`src/rtl/button_debouncer_if.sv`:
```
// Button bank signal bundle: prescaler tick and raw pads in, debounced state out.
// master drives tick/raw and observes results; slave is the debouncer itself.
interface button_debouncer_if #(
  parameter int CHANNELS = 4
);
  logic                tick;
  logic [CHANNELS-1:0] raw;
  logic [CHANNELS-1:0] level;
  logic [CHANNELS-1:0] rise;
  logic [CHANNELS-1:0] fall;
  logic [CHANNELS-1:0] busy;

  modport master (
    output tick, raw,
    input  level, rise, fall, busy
  );

  modport slave (
    input  tick, raw,
    output level, rise, fall, busy
  );
endinterface

```
`src/rtl/button_debouncer.sv`:
```
// Multi-channel push-button synchroniser and debouncer with press/release pulses.
// Ports: clock, reset_n (async low), bus (slave): tick, raw in; level, rise, fall, busy out.
module button_debouncer #(
  parameter int CHANNELS        = 4,
  parameter int SYNC_STAGES     = 2,
  parameter int DEBOUNCE_CYCLES = 16,
  parameter bit ACTIVE_LOW      = 1'b1
) (
  input logic               clock,
  input logic               reset_n,
  button_debouncer_if.slave bus
);

  localparam int CW = (DEBOUNCE_CYCLES > 2) ? $clog2(DEBOUNCE_CYCLES) : 1;
  localparam logic [CW-1:0] CNT_LAST = CW'(DEBOUNCE_CYCLES - 1);
  localparam logic [CW-1:0] CNT_ONE  = CW'(1);

  if (SYNC_STAGES < 2) begin : g_bad_sync
    $error("button_debouncer: SYNC_STAGES must be >= 2");
  end
  if (DEBOUNCE_CYCLES < 2) begin : g_bad_deb
    $error("button_debouncer: DEBOUNCE_CYCLES must be >= 2");
  end

  typedef enum logic [1:0] {
    ST_LOW,
    CHK_HIGH,
    ST_HIGH,
    CHK_LOW
  } state_e;

  logic [CHANNELS-1:0] sync_q [SYNC_STAGES];
  logic [CHANNELS-1:0] sync_d [SYNC_STAGES];
  logic [CHANNELS-1:0] s;

  state_e              state_q [CHANNELS];
  state_e              state_d [CHANNELS];
  logic [CW-1:0]       cnt_q   [CHANNELS];
  logic [CW-1:0]       cnt_d   [CHANNELS];
  logic [CHANNELS-1:0] level_q, level_d;
  logic [CHANNELS-1:0] rise_q, rise_d;
  logic [CHANNELS-1:0] fall_q, fall_d;
  logic [CHANNELS-1:0] busy_q, busy_d;

  // Synchroniser runs every clock; tick only gates the FSM.
  always_comb begin
    sync_d[0] = bus.raw;
    for (int i = 1; i < SYNC_STAGES; i++) begin
      sync_d[i] = sync_q[i-1];
    end
  end

  // Reset value is the released pad level, so s starts at 0.
  always_ff @(posedge clock or negedge reset_n) begin
    if (!reset_n) begin
      for (int i = 0; i < SYNC_STAGES; i++) begin
        sync_q[i] <= {CHANNELS{ACTIVE_LOW}};
      end
    end else begin
      for (int i = 0; i < SYNC_STAGES; i++) begin
        sync_q[i] <= sync_d[i];
      end
    end
  end

  assign s = sync_q[SYNC_STAGES-1] ^ {CHANNELS{ACTIVE_LOW}};

  always_comb begin
    level_d = level_q;
    rise_d  = '0;
    fall_d  = '0;
    busy_d  = '0;
    for (int c = 0; c < CHANNELS; c++) begin
      state_d[c] = state_q[c];
      cnt_d[c]   = cnt_q[c];
      if (bus.tick) begin
        unique case (state_q[c])
          ST_LOW: begin
            if (s[c]) begin
              state_d[c] = CHK_HIGH;
              cnt_d[c]   = CNT_ONE;
            end
          end
          CHK_HIGH: begin
            if (!s[c]) begin
              state_d[c] = ST_LOW;
              cnt_d[c]   = '0;
            end else if (cnt_q[c] == CNT_LAST) begin
              state_d[c] = ST_HIGH;
              cnt_d[c]   = '0;
              level_d[c] = 1'b1;
              rise_d[c]  = 1'b1;
            end else begin
              cnt_d[c] = cnt_q[c] + CNT_ONE;
            end
          end
          ST_HIGH: begin
            if (!s[c]) begin
              state_d[c] = CHK_LOW;
              cnt_d[c]   = CNT_ONE;
            end
          end
          CHK_LOW: begin
            if (s[c]) begin
              state_d[c] = ST_HIGH;
              cnt_d[c]   = '0;
            end else if (cnt_q[c] == CNT_LAST) begin
              state_d[c] = ST_LOW;
              cnt_d[c]   = '0;
              level_d[c] = 1'b0;
              fall_d[c]  = 1'b1;
            end else begin
              cnt_d[c] = cnt_q[c] + CNT_ONE;
            end
          end
        endcase
      end
      // Registered busy tracks the state being entered.
      busy_d[c] = (state_d[c] == CHK_HIGH) ||
                  (state_d[c] == CHK_LOW);
    end
  end

  always_ff @(posedge clock or negedge reset_n) begin
    if (!reset_n) begin
      for (int c = 0; c < CHANNELS; c++) begin
        state_q[c] <= ST_LOW;
        cnt_q[c]   <= '0;
      end
      level_q <= '0;
      rise_q  <= '0;
      fall_q  <= '0;
      busy_q  <= '0;
    end else begin
      for (int c = 0; c < CHANNELS; c++) begin
        state_q[c] <= state_d[c];
        cnt_q[c]   <= cnt_d[c];
      end
      level_q <= level_d;
      rise_q  <= rise_d;
      fall_q  <= fall_d;
      busy_q  <= busy_d;
    end
  end

  assign bus.level = level_q;
  assign bus.rise  = rise_q;
  assign bus.fall  = fall_q;
  assign bus.busy  = busy_q;

endmodule

```
`src/flat_wrapper.sv`:
```
// flat-port wrapper written by rule: the top's interface ports become plain ports
module button_debouncer_flat 
#(
  parameter int CHANNELS        = 4,
  parameter int SYNC_STAGES     = 2,
  parameter int DEBOUNCE_CYCLES = 16,
  parameter bit ACTIVE_LOW      = 1'b1
)
  (clock, reset_n, bus_tick, bus_raw, bus_level, bus_rise, bus_fall, bus_busy);
  button_debouncer_if #(.CHANNELS(CHANNELS)) bus_i ();
  input logic clock;
  input logic reset_n;
  input wire logic [$bits(bus_i.tick)-1:0] bus_tick;
  input wire logic [$bits(bus_i.raw)-1:0] bus_raw;
  output wire logic [$bits(bus_i.level)-1:0] bus_level;
  output wire logic [$bits(bus_i.rise)-1:0] bus_rise;
  output wire logic [$bits(bus_i.fall)-1:0] bus_fall;
  output wire logic [$bits(bus_i.busy)-1:0] bus_busy;
  assign bus_i.tick = bus_tick;
  assign bus_i.raw = bus_raw;
  assign bus_level = bus_i.level;
  assign bus_rise = bus_i.rise;
  assign bus_fall = bus_i.fall;
  assign bus_busy = bus_i.busy;
  button_debouncer #(.CHANNELS(CHANNELS), .SYNC_STAGES(SYNC_STAGES), .DEBOUNCE_CYCLES(DEBOUNCE_CYCLES), .ACTIVE_LOW(ACTIVE_LOW)) u_core (.clock(clock), .reset_n(reset_n), .bus(bus_i));
endmodule
```
`config.mk`:
```
export PLATFORM = sky130hd
export DESIGN_NAME = button_debouncer_flat
export DESIGN_NICKNAME = d
export VERILOG_FILES = /design/src/rtl/button_debouncer_if.sv /design/src/rtl/button_debouncer.sv /design/src/flat_wrapper.sv
export SDC_FILE = /design/constraint.sdc
export NUM_CORES = 1
export LEC_CHECK = 0
export ABC_AREA = 1
export ABC_CLOCK_PERIOD_IN_PS = 1300
export CAP_MARGIN = 20
export CORE_ASPECT_RATIO = 1.5
export CORE_MARGIN = 2
export CORE_UTILIZATION = 46
export DETAILED_ROUTE_END_ITERATION = 10
export GPL_ROUTABILITY_DRIVEN = 1
export PLACE_DENSITY_LB_ADDON = 0.08
export SLEW_MARGIN = 30
export SYNTH_ARGS = -nofsm -noshare
export SYNTH_HDL_FRONTEND = slang
export SYNTH_SLANG_ARGS = --single-unit
```
`constraint.sdc`:
```
create_clock -name clock -period 1.3 [get_ports clock]
set_clock_uncertainty 0.15 [all_clocks]
set_input_delay 0.195 -clock clock [delete_from_list [all_inputs] [get_ports clock]]
set_output_delay 0.195 -clock clock [all_outputs]
set_load 0.1 [all_outputs]
```
==> run metrics <==
largest net degree at the start of global routing=38; DRT Wirelength=5330 um; GRT overflow=0; Slew @ Worst Pin=294 ps; CP Launch Type=flop; post-synth top area cell=dfrtp_1; Top Layer Used=met4; post-synth top area share=43.3%; CTS tree=built; Avg WL per Cell=12.6 um; initial antenna violation count=0; Placement Rows=31; CORE AREA=4850 um2; number of global-route vias before repair=2168; initial DRC count=86; syn nets=290; Seq/Total Area, Yosys=52.4%; Tcrit/Tclk final=106%; first-pass GRT wire length=8730 um; Nets=368; Max VDD drop=1.06 mV; leading cell type in the layout, fill and taps excluded=nand2_1; failing checks=setup timing; Tot GR Track Use=20.0%; crit path time final=1380 ps; #FFs+latches synth=48; Final setup viols=18; Setup CP Type=flop to flop; WL met3=157 um; synthesized area=2310 um2; distinct cell type count after synthesis=27; Synth Area in Compound Gates=5.52%; total die area=5620 um2; largest cells by area after synthesis=dfrtp_1 43%, nand2_1 13%, dfstp_2 9.1%; post-synthesis mux area share=0%; Worst-path clk slew=90 ps; Die Width=61.9 um; Filler cells=344; WP data arrival=1420 ps; Worst Setup End Kind=flop; worst slack, placed=-304 ps; detailed-route via count=2094; status=finished, violations left; # port buffers=22; I/O pin count=23; simple-gate share of the synthesized area=30.0%; Post-Route M1 WL=2050 um; Max Root-Sink Buffers=2; worst skew pair latency=300 ps; unrepaired setup endpoints after global routing=true; Mean Syn Cell Area=8.29 um2; CP Max Fanout=5; Final Wtd Congestion=0.884; Multi-input gate area=1260 um2; layout cell share with drive strength beyond 1=46.4%; setup slack after layout=-82.7 ps; Synth Area in Adders=2.16%; Post-Synth XOR/XNOR Area=1.46%; max-cap check violation count=0; antenna-violating nets left=0; Antenna Cells=0; Initial Util=47.7%; final slew viol count=0; Mapped Cells=279; Fin Setup TNS=-601 ps; FMAX=0.723 GHz; CP Data Required Time=1340 ps; DR DRC count=0; LEAKAGE=0.00179 uW; power per cell area=1200 nW/um2; die extent in y=90.8 um; CTS Buf Count=5; reg-to-reg slack, setup=-80 ps; yosys warns=0; Hold Vio Cnt, Final=0; worst min-delay path class=primary input to flop; synth-to-layout area growth=57.6%; Final HPWL DP=3660 um; CTS Root Cell=clkbuf_8; Worst slew margin=80.4%; CTS H-tree depth=2; sequential standard cell area=1210 um2; clk sinks=48; Vias/cell=4.94; router iterations before antenna repair=4; main combinational cell family by area after synthesis=simple AND/OR/NAND/NOR gates; most frequent cells in the layout=56 x nand2_1, 44 x buf_4, 37 x dfrtp_1; Detail Route met2 WL=2980 um
==> logic make-up (layout without fill, tap and decap cells) <==
group                      Yosys count  after routing
and+or+nand+nor                    152            152
AOI/OAI and AO/OA                   23             23
adders and majority gates            4              4
xor gates and xnor gates             3              3
DFF                                 48             48
buffers and inverters               49            128
==> power breakdown <==
part	total (uW)	switching (uW)	internal, uW
sequential	1890	212	1680
combinational	1580	863	718
clock	896	515	381
==> routing by layer <==
metal | vias up | GRT usage (%)
li1 | 1055 | -
met4 | 0 | 7.27
met3 | 15 | 4.01
met5 | - | 0
met1 | 990 | 22.0
met2 | 34 | 35.7
==> path summary, 6_finish.rpt <==
check / cells past startpoint / from / to
min in group asynchronous: 2 / reset_n / u_core.bus.rise[1]$_DFF_PN0_
max in group asynchronous: 3 / reset_n / u_core.sync_d[3]$_DFF_PN1_
hold reg to reg: 0 / u_core.sync_d[3]$_DFF_PN1_ / u_core.sync_q[3]$_DFF_PN1_
setup reg to reg: 7 / u_core.sync_q[3]$_DFF_PN1_ / u_core.state_q[0]$_DFF_PN0_
setup / recovery: 7 / u_core.sync_q[3]$_DFF_PN1_ / u_core.state_q[0]$_DFF_PN0_
hold / removal: 3 / bus_tick / u_core.state_q[2]$_DFF_PN0_
==> synthesized netlist by cell type <==
| master | instances |
|---|---|
| nand2_4 | 1 |
| a21oi_1 | 1 |
| xnor2_1 | 2 |
| dfstp_2 | 8 |
| nand2_2 | 8 |
| o21ai_0 | 5 |
| o21ai_1 | 9 |
| ha_1 | 4 |
| nor2_1 | 16 |
| a31oi_1 | 1 |
| nor3_1 | 2 |
| clkinv_1 | 1 |
| buf_2 | 1 |
| o22ai_1 | 6 |
| buf_6 | 1 |
| nor2_2 | 2 |
| xnor2_2 | 1 |
| nand3_2 | 2 |
| inv_2 | 9 |
| o2111ai_1 | 1 |
| inv_1 | 36 |
| buf_4 | 1 |
| dfrtp_1 | 40 |
| nor4_1 | 2 |
| nand4_1 | 14 |
| nand2_1 | 77 |
| nand3_1 | 28 |
==> worst max-delay path, cell delays in order (launching register included) <==
cell     delay (ps)
dfstp_2         580
inv_4            70
nand2_4          70
nand2_4          70
nand2_4          80
buf_4           100
buf_4           100
o22ai_2          50
==> registers in the layout, indices dropped and copies added, names as in the netlist <==
name,flops
u_core.cnt_q,16
u_core.bus.busy,4
u_core.bus.level,4
u_core.sync_d,4
u_core.bus.fall,4
u_core.state_q,8
u_core.bus.rise,4
u_core.sync_q,4
==> per-stage QoR <==
stage	cell area, um2	total power, uW	std cells	util [%]	hold slack, ps
floorplan	2320	2570	279	-	-251
global placement	3100	3110	407	64.0	-52.5
detailed placement	3100	3150	407	64.0	-53.1
CTS	3340	4170	418	69.0	136
global route	3640	4640	424	75.2	133
finish	3640	4370	424	75.2	132
==> timing repair <==
item	CTS	global route
setup endpoints to repair	31	36
hold buffers	1	0
pin swaps	5	33
resized for setup	29	65
setup buffers	2	6
endpoints found under the hold margin	42	0
==> layout make-up <==
type / count / share of cell area, %
clock buffers: 5 / 1.89
multi-input cells: 182 / 34.5
flip-flops and latches: 48 / 33.3
inverters: 46 / 5.05
repair buffers: 74 / 22.3
clock inverters: 3 / 0.652
well taps: 66 / 2.27
No activity file was read; power rests on OpenSTA's default activity.
